<file path="src/rtl/mem_access_stage.sv">
// MEM pipeline stage: word loads/stores over a req/ack data-memory bus with timeout,
// write-back destination resolution and the MEM/WB register.
module mem_access_stage #(
   parameter int TIMEOUT_CYCLES = 15
) (
   input  logic        clk,
   input  logic        rst,
   input  logic [31:0] alu_result,
   input  logic [31:0] rt_data,
   input  logic [1:0]  reg_dst,
   input  logic [4:0]  reg_addr_i,
   input  logic [4:0]  reg_addr_r,
   input  logic        mem_read,
   input  logic        mem_write,
   input  logic        reg_write,
   input  logic [1:0]  mem_to_reg,
   output logic        dmem_req,
   output logic        dmem_we,
   output logic [31:0] dmem_addr,
   output logic [31:0] dmem_wdata,
   input  logic        dmem_ack,
   input  logic [31:0] dmem_rdata,
   output logic        stall,
   output logic [31:0] wb_alu_result,
   output logic [31:0] wb_mem_data,
   output logic [4:0]  wb_reg_addr,
   output logic        wb_reg_write,
   output logic [1:0]  wb_mem_to_reg,
   output logic        misalign_err,
   output logic        bus_err
);

   typedef enum logic {S_IDLE, S_WAIT} state_t;

   localparam logic [7:0] TIMEOUT_CNT = 8'(TIMEOUT_CYCLES);

   state_t      state, stateNext;
   logic [7:0]  cnt, cntNext;
   logic        memOp, aligned, isStore;
   logic        reqC, stallC, capture, misalignNext, busErrNext;
   logic        wbWriteNext;
   logic [4:0]  destAddr;
   logic [31:0] memDataNext;

   assign memOp   = mem_read | mem_write;
   assign aligned = (alu_result[1:0] == 2'b00);
   assign isStore = mem_write & ~mem_read;

   always_comb begin
      stateNext    = state;
      cntNext      = cnt;
      reqC         = 1'b0;
      stallC       = 1'b0;
      capture      = 1'b0;
      misalignNext = 1'b0;
      busErrNext   = 1'b0;
      unique case (state)
         S_IDLE: begin
            if (memOp && aligned) begin
               reqC = 1'b1;
               if (dmem_ack) begin
                  capture = 1'b1;
               end else begin
                  stallC    = 1'b1;
                  stateNext = S_WAIT;
                  cntNext   = 8'd1;
               end
            end else if (memOp) begin
               capture      = 1'b1;
               misalignNext = 1'b1;
            end else begin
               capture = 1'b1;
            end
         end
         S_WAIT: begin
            if (dmem_ack) begin
               reqC      = 1'b1;
               capture   = 1'b1;
               stateNext = S_IDLE;
               cntNext   = '0;
            end else if (cnt == TIMEOUT_CNT) begin
               // abort: request dropped, a bubble is written back
               busErrNext = 1'b1;
               stateNext  = S_IDLE;
               cntNext    = '0;
            end else begin
               reqC    = 1'b1;
               stallC  = 1'b1;
               cntNext = cnt + 8'd1;
            end
         end
         default: begin
            stateNext = S_IDLE;
            cntNext   = '0;
         end
      endcase
   end

   always_comb begin
      destAddr = 5'd0;
      unique case (reg_dst)
         2'b00:   destAddr = reg_addr_i;
         2'b01:   destAddr = reg_addr_r;
         2'b10:   destAddr = 5'd31;
         default: destAddr = 5'd0;
      endcase
   end

   assign wbWriteNext = reg_write & ~isStore & ~misalignNext;
   assign memDataNext = (mem_read && reqC && dmem_ack) ? dmem_rdata : '0;

   // reset gates the combinational bus/stall outputs so they drop at once
   assign dmem_req   = reqC & rst;
   assign dmem_we    = reqC & rst & isStore;
   assign stall      = stallC & rst;
   assign dmem_addr  = dmem_req ? alu_result : '0;
   assign dmem_wdata = dmem_req ? rt_data : '0;

   always_ff @(posedge clk or negedge rst) begin
      if (!rst) begin
         state         <= S_IDLE;
         cnt           <= '0;
         wb_alu_result <= '0;
         wb_mem_data   <= '0;
         wb_reg_addr   <= '0;
         wb_reg_write  <= 1'b0;
         wb_mem_to_reg <= '0;
         misalign_err  <= 1'b0;
         bus_err       <= 1'b0;
      end else begin
         state        <= stateNext;
         cnt          <= cntNext;
         misalign_err <= misalignNext;
         bus_err      <= busErrNext;
         if (capture) begin
            wb_alu_result <= alu_result;
            wb_mem_data   <= memDataNext;
            wb_reg_addr   <= destAddr;
            wb_reg_write  <= wbWriteNext;
            wb_mem_to_reg <= mem_to_reg;
         end else begin
            wb_alu_result <= '0;
            wb_mem_data   <= '0;
            wb_reg_addr   <= '0;
            wb_reg_write  <= 1'b0;
            wb_mem_to_reg <= '0;
         end
      end
   end

endmodule

</file>
<file path="config.mk">
export PLATFORM = sky130hd
export DESIGN_NAME = mem_access_stage
export DESIGN_NICKNAME = d
export VERILOG_FILES = /design/src/rtl/mem_access_stage.sv
export SDC_FILE = /design/constraint.sdc
export NUM_CORES = 1
export LEC_CHECK = 0
export BUFFER_PORTS_ARGS = -buffer_cell sky130_fd_sc_hd__clkbuf_2
export CORE_AREA = 3 3 100 102
export CTS_CLUSTER_SIZE = 8
export DETAILED_ROUTE_END_ITERATION = 8
export DIE_AREA = 0 0 103 105
export HOLD_SLACK_MARGIN = 0.06
export PLACE_DENSITY = 0.75
export REMOVE_ABC_BUFFERS = 1
export SLEW_MARGIN = 20
export SYNTH_ARGS = -nofsm -noshare
export SYNTH_HDL_FRONTEND = slang
export SYNTH_SLANG_ARGS = --single-unit
</file>
<file path="constraint.sdc">
create_clock -name clk -period 4.26 [get_ports clk]
set_input_delay 0.852 -clock clk [delete_from_list [all_inputs] [get_ports clk]]
set_output_delay 0.852 -clock clk [all_outputs]
set_load 0.02 [all_outputs]
</file>
# After elaboration in Yosys (flattened, before gate mapping)

Index checks and enable logic that the tools add are counted.

Bitwise gates (word level): 11
Muxes and demuxes: 31
Equality and inequality tests: 5
Reduce and logical (&&, ||, !) cells: 6
Add/subtract/negate cells: 1

Operators with widths:

| operator                                                         | count |
|---|---|
| 32-bit two-way mux                                               | 5 |
| 8-bit two-way mux                                                | 4 |
| 8-bit one-hot mux with 2 select lines                            | 1 |
| 1-bit two-way mux                                                | 15 |
| 5-bit one-hot mux with 3 select lines                            | 1 |
| 8-bit by 1-bit adder with 8-bit output (second input constant)   | 1 |
| 8-bit by 4-bit == test with 1-bit output (second input constant) | 1 |
| 1-bit AND                                                        | 6 |
| 1-bit one-hot mux with 2 select lines                            | 3 |
| 5-bit two-way mux                                                | 1 |
| 2-bit logical NOT                                                | 2 |
| 2-bit inequality test (second input constant)                    | 2 |
| 1-bit inverter                                                   | 4 |
| 1-bit logical AND                                                | 3 |
| 2-bit by 1-bit == test with 1-bit output (second input constant) | 1 |
| 2-bit == test (second input constant)                            | 1 |
| 2-bit two-way mux                                                | 1 |
| 2-bit AND reduction                                              | 1 |
| 1-bit bitwise OR                                                 | 1 |

Register bits: 83
Output and inout bits: 141
Word-level logic and storage cells: 63

# Longest topological paths before layout

Word-level depth: 8
Mapped depth: 7
Mapped depth without buffers: 5

# Least setup slack after synthesis

No wires, ideal clock.

Path kind: in2out
Start: input port dmem_ack
End: output port dmem_we
Data arrival time: 2181 ps
Stages: 6
Slack: 1227 ps
Data required time: 3408 ps
Path through: buf_2 -> nand2b_1 -> nor4_4 -> nor3b_2 -> buf_6 -> nor3b_1

Word-level cells in the longest chain between the ends: 4

RTL lines:

| element                               | line | source |
|---|---|---|
| start: declaration                    | 21   | `input logic dmem_ack,` |
| 1-bit two-way mux                     | 76   | `if (dmem_ack) begin` |
| 1-bit one-hot mux with 2 select lines | 57   | `unique case (state)` |
| 1-bit AND (2 in series)               | 114  | `assign dmem_we = reqC & rst & isStore;` |
| end: declaration                      | 18   | `output logic dmem_we,` |

Every way passes these cells.

# Final worst setup path

Start: input port alu_result[0]
End: output port dmem_we

Word-level cells in the longest chain between the ends: 6

RTL lines:

| element                               | line | source |
|---|---|---|
| start: declaration                    | 8    | `input logic [31:0] alu_result,` |
| 2-bit logical NOT                     | 46   | `assign aligned = (alu_result[1:0] == 2'b00);` |
| 1-bit logical AND                     | 59   | `if (memOp && aligned) begin` |
| 1-bit two-way mux                     | 59   |  |
| 1-bit one-hot mux with 2 select lines | 57   |  |
| 1-bit AND (2 in series)               | 114  |  |

Every way passes these cells.

==> flow_metrics.env <==
export IMPL_clk_path_buf_depth=2
export IMPL_clk_root_buffer_cell="clkbuf_8"
export IMPL_synth_top_family_by_area="simple AND/OR/NAND/NOR gates"
export IMPL_required_ps=3410
export IMPL_crit_start="alu_result[0]"
export IMPL_io_buffers=256
export IMPL_fin_nets=674
export IMPL_grt_pass1_vias=2933
export IMPL_fp_dieW_um=103
export IMPL_power_leakage_nw=2.78
export IMPL_min_delay_start="cnt[7]"
export IMPL_r2r_start="cnt[0]"
export IMPL_synth_adder_area_share=0.00361
export IMPL_critPathKind="in2out"
export IMPL_drt_drc_violations_left=0
export IMPL_layout_min_cycle_time_ps=3270
export IMPL_p_sw_mw=0.503
export IMPL_firstDrtPassIters=4
export IMPL_endpoint_kind="output pin"
export IMPL_max_cap_violations=0
export IMPL_dp_hpwl_mm=7.70
export IMPL_holdWs_ps=521
export IMPL_rows=35
export IMPL_skew_ps=9.46
export IMPL_clock_fmax_ghz=0.305
export IMPL_vias=3083
export IMPL_min_period_over_period=0.769
export IMPL_area_growth_pct=44.4
export IMPL_critPathMaxStageDelay_ps=400
export IMPL_drtIter0Drc=83
export IMPL_cts_made_buffers=9
export IMPL_fillers=851
export IMPL_viasPerCell=4.58
export IMPL_ys_ff_latch=83
export IMPL_finalSetupTns_ps=0
export IMPL_hp_class="reg2reg"
export IMPL_rsz0062_at_grt="no"
export IMPL_finalInstanceArea_mm2=0.00500
export IMPL_synth_area_top_cells="dfrtp_1, and2_1, nor2b_1, buf_6, a211oi_1"
export IMPL_postCtsHoldBufs=0
export IMPL_endpoint="dmem_we"
export IMPL_wire_per_inst_um=14.3
export IMPL_crit_buf_inv=3
export IMPL_postSynthAreaPerCell_um2=11.4
export IMPL_drive_gt1_frac=0.502
export IMPL_synth_compound_area_frac=0.0516
export IMPL_slowest_stage="buf_4"
export IMPL_clk_latency_ps=340
export IMPL_relSlewSlack=0.506
export IMPL_syn_area_mm2=0.00347
export IMPL_postSynth_asyncResetShare=1.00
export IMPL_synth_edff_count=0
export IMPL_tritoncts="done"
export IMPL_cts_clk_slew_worst_paths_ps=80
export IMPL_placed_area_mm2=0.00481
export IMPL_crit_chain="clkbuf_2 > nor2_1 > a21oi_2 > nor3b_4 > buf_4 > nor3b_1 > clkbuf_2"
export IMPL_syn_inst=305
export IMPL_swShare=0.297
export IMPL_routed_wl_mm=9.63
export IMPL_antenna_found_initial=0
export IMPL_fp_dieArea_mm2=0.0108
export IMPL_synthSimpleGateAreaFrac=0.305
export IMPL_gp_congestion=0.807
export IMPL_peakVddDrop_mv=0.147
export IMPL_crit_arrival_ps=2420
export IMPL_outcome="completed"
export IMPL_drv_slew=0
export IMPL_grt_max_degree=84
export IMPL_drtAntennaViolNets=0
export IMPL_synth_top_cell_area_share=0.599
export IMPL_seq_power_share=0.503
export IMPL_cts_resized=0
export IMPL_p_clk_frac=0.310
export IMPL_critical_path_top_delay_family="simple AND/OR/NAND/NOR gates"
export IMPL_top_regs="wb_alu_result (32), wb_mem_data (32), cnt (8)"
export IMPL_finalHoldViolCount=0
export IMPL_dieHeight_um=105
export IMPL_yosys_area_top_type="dfrtp_1"
export IMPL_rr_endpoint="cnt[5]"
export IMPL_grt_overflow_total=0
export IMPL_synth_mux_area_frac=0.00289
export IMPL_tightest_slew_ps=741
export IMPL_ys_types=35
export IMPL_reg2reg_depth=5
export IMPL_postCtsSetupBuffers=0
export IMPL_internal_power_mw=1.19
export IMPL_grt_pass1_wl_mm=14.4
export IMPL_htreeDepth=3
export IMPL_path_common_cell="clkbuf_2"
export IMPL_post_route_util=0.544
export IMPL_grtUsageTotal=0.173
export IMPL_seq_area_frac_synth=0.599
export IMPL_synthFlopType="dfrtp_1"
export IMPL_power_density_mw_per_mm2=338
export IMPL_synthXorXnorAreaFrac=0.00253
export IMPL_synth_most_common_cell="and2_1"
export IMPL_startpoint_type="input pin"
export IMPL_rrSetupSlack_ps=2650
export IMPL_cp_max_fo=66
export IMPL_cts_sinks=83
export IMPL_core_area_mm2=0.00920
export IMPL_setup_violations=0
export IMPL_io_pins=257
export IMPL_worst_slack_ps=986
export IMPL_yosysWarningCount=0
export IMPL_pre_cts_slack_ps=947
export IMPL_synth_common_cells="and2_1, dfrtp_1, nor2b_1"
export IMPL_start_util=0.377
export IMPL_diodes=0
export IMPL_comb_power_share=0.188
export IMPL_crit_cells=7
cells by family (layout without fill, tap and decap cells):
family          count (synthesis)  count (layout)
simple gates                  171             171
flops                          83              83
compound gates                 27              27
buf+inv                        21             278
fa+ha+maj                       1               1
xor+xnor                        1               1
mux                             1               1
stage by stage:
step,instances,power [mW]
floorplan,286,1.03
global placement,657,1.18
detailed placement,657,1.19
CTS,673,1.72
global route,673,1.79
finish,673,1.69
layout by cell type, fill, tap and decap left out, types with 5 or more instances in the layout:
cell type  Yosys  layout
clkbuf_8       0      10
clkbuf_2       0     255
nor2b_1       35      35
nor3_1         8       8
nand2b_1       7       7
dfrtp_1       83      83
nand2_1        5       5
a21oi_1        6       6
nor2_1         7       6
and2_1        98      98
a211oi_1       6       6
worst min-delay path by stage:
stage	end	slack [ps]	cells after the start
2_1_floorplan	cnt[7]	470	1
3_3_place_gp	cnt[7]	500	1
3_5_place_dp	cnt[7]	500	1
4_1_cts	cnt[7]	520	1
5_1_grt	cnt[0]	560	1
6_report	cnt[7]	520	1
cell type report:
cell class                 instances  area [µm²]  area share
sequential                        83        2080       0.415
timing repair buffer             260        1320       0.263
multi-input combinational        201        1280       0.255
tap                              111         139      0.0277
clock buffer                      10         138      0.0275
clock inverter                     6        48.8     0.00975
inverter                           2        7.51     0.00150
power groups by stage:
stage | combinational [mW] | clock [mW] | sequential, mW
detailed placement | 0.323 | 0 | 0.867
finish | 0.317 | 0.525 | 0.851
floorplan | 0.112 | 0 | 0.914
global route | 0.349 | 0.581 | 0.856
global placement | 0.319 | 0 | 0.864
CTS | 0.324 | 0.542 | 0.851
worst reg2reg max path: stages, from the launching register on:
cell	delay [ps]
dfrtp_1	420
ha_1	230
nand3_2	180
o31a_1	410
a21oi_1	160
mux2i_1	90
layer usage:
metal	track usage	vias up	part of all wire
li1	-	1474	-
met1	0.200	1420	0.37
met2	0.294	164	0.51
met3	0.0434	25	0.081
met4	0.0833	0	0.035
met5	0	-	0
No activity file was read; power rests on OpenSTA's default activity.
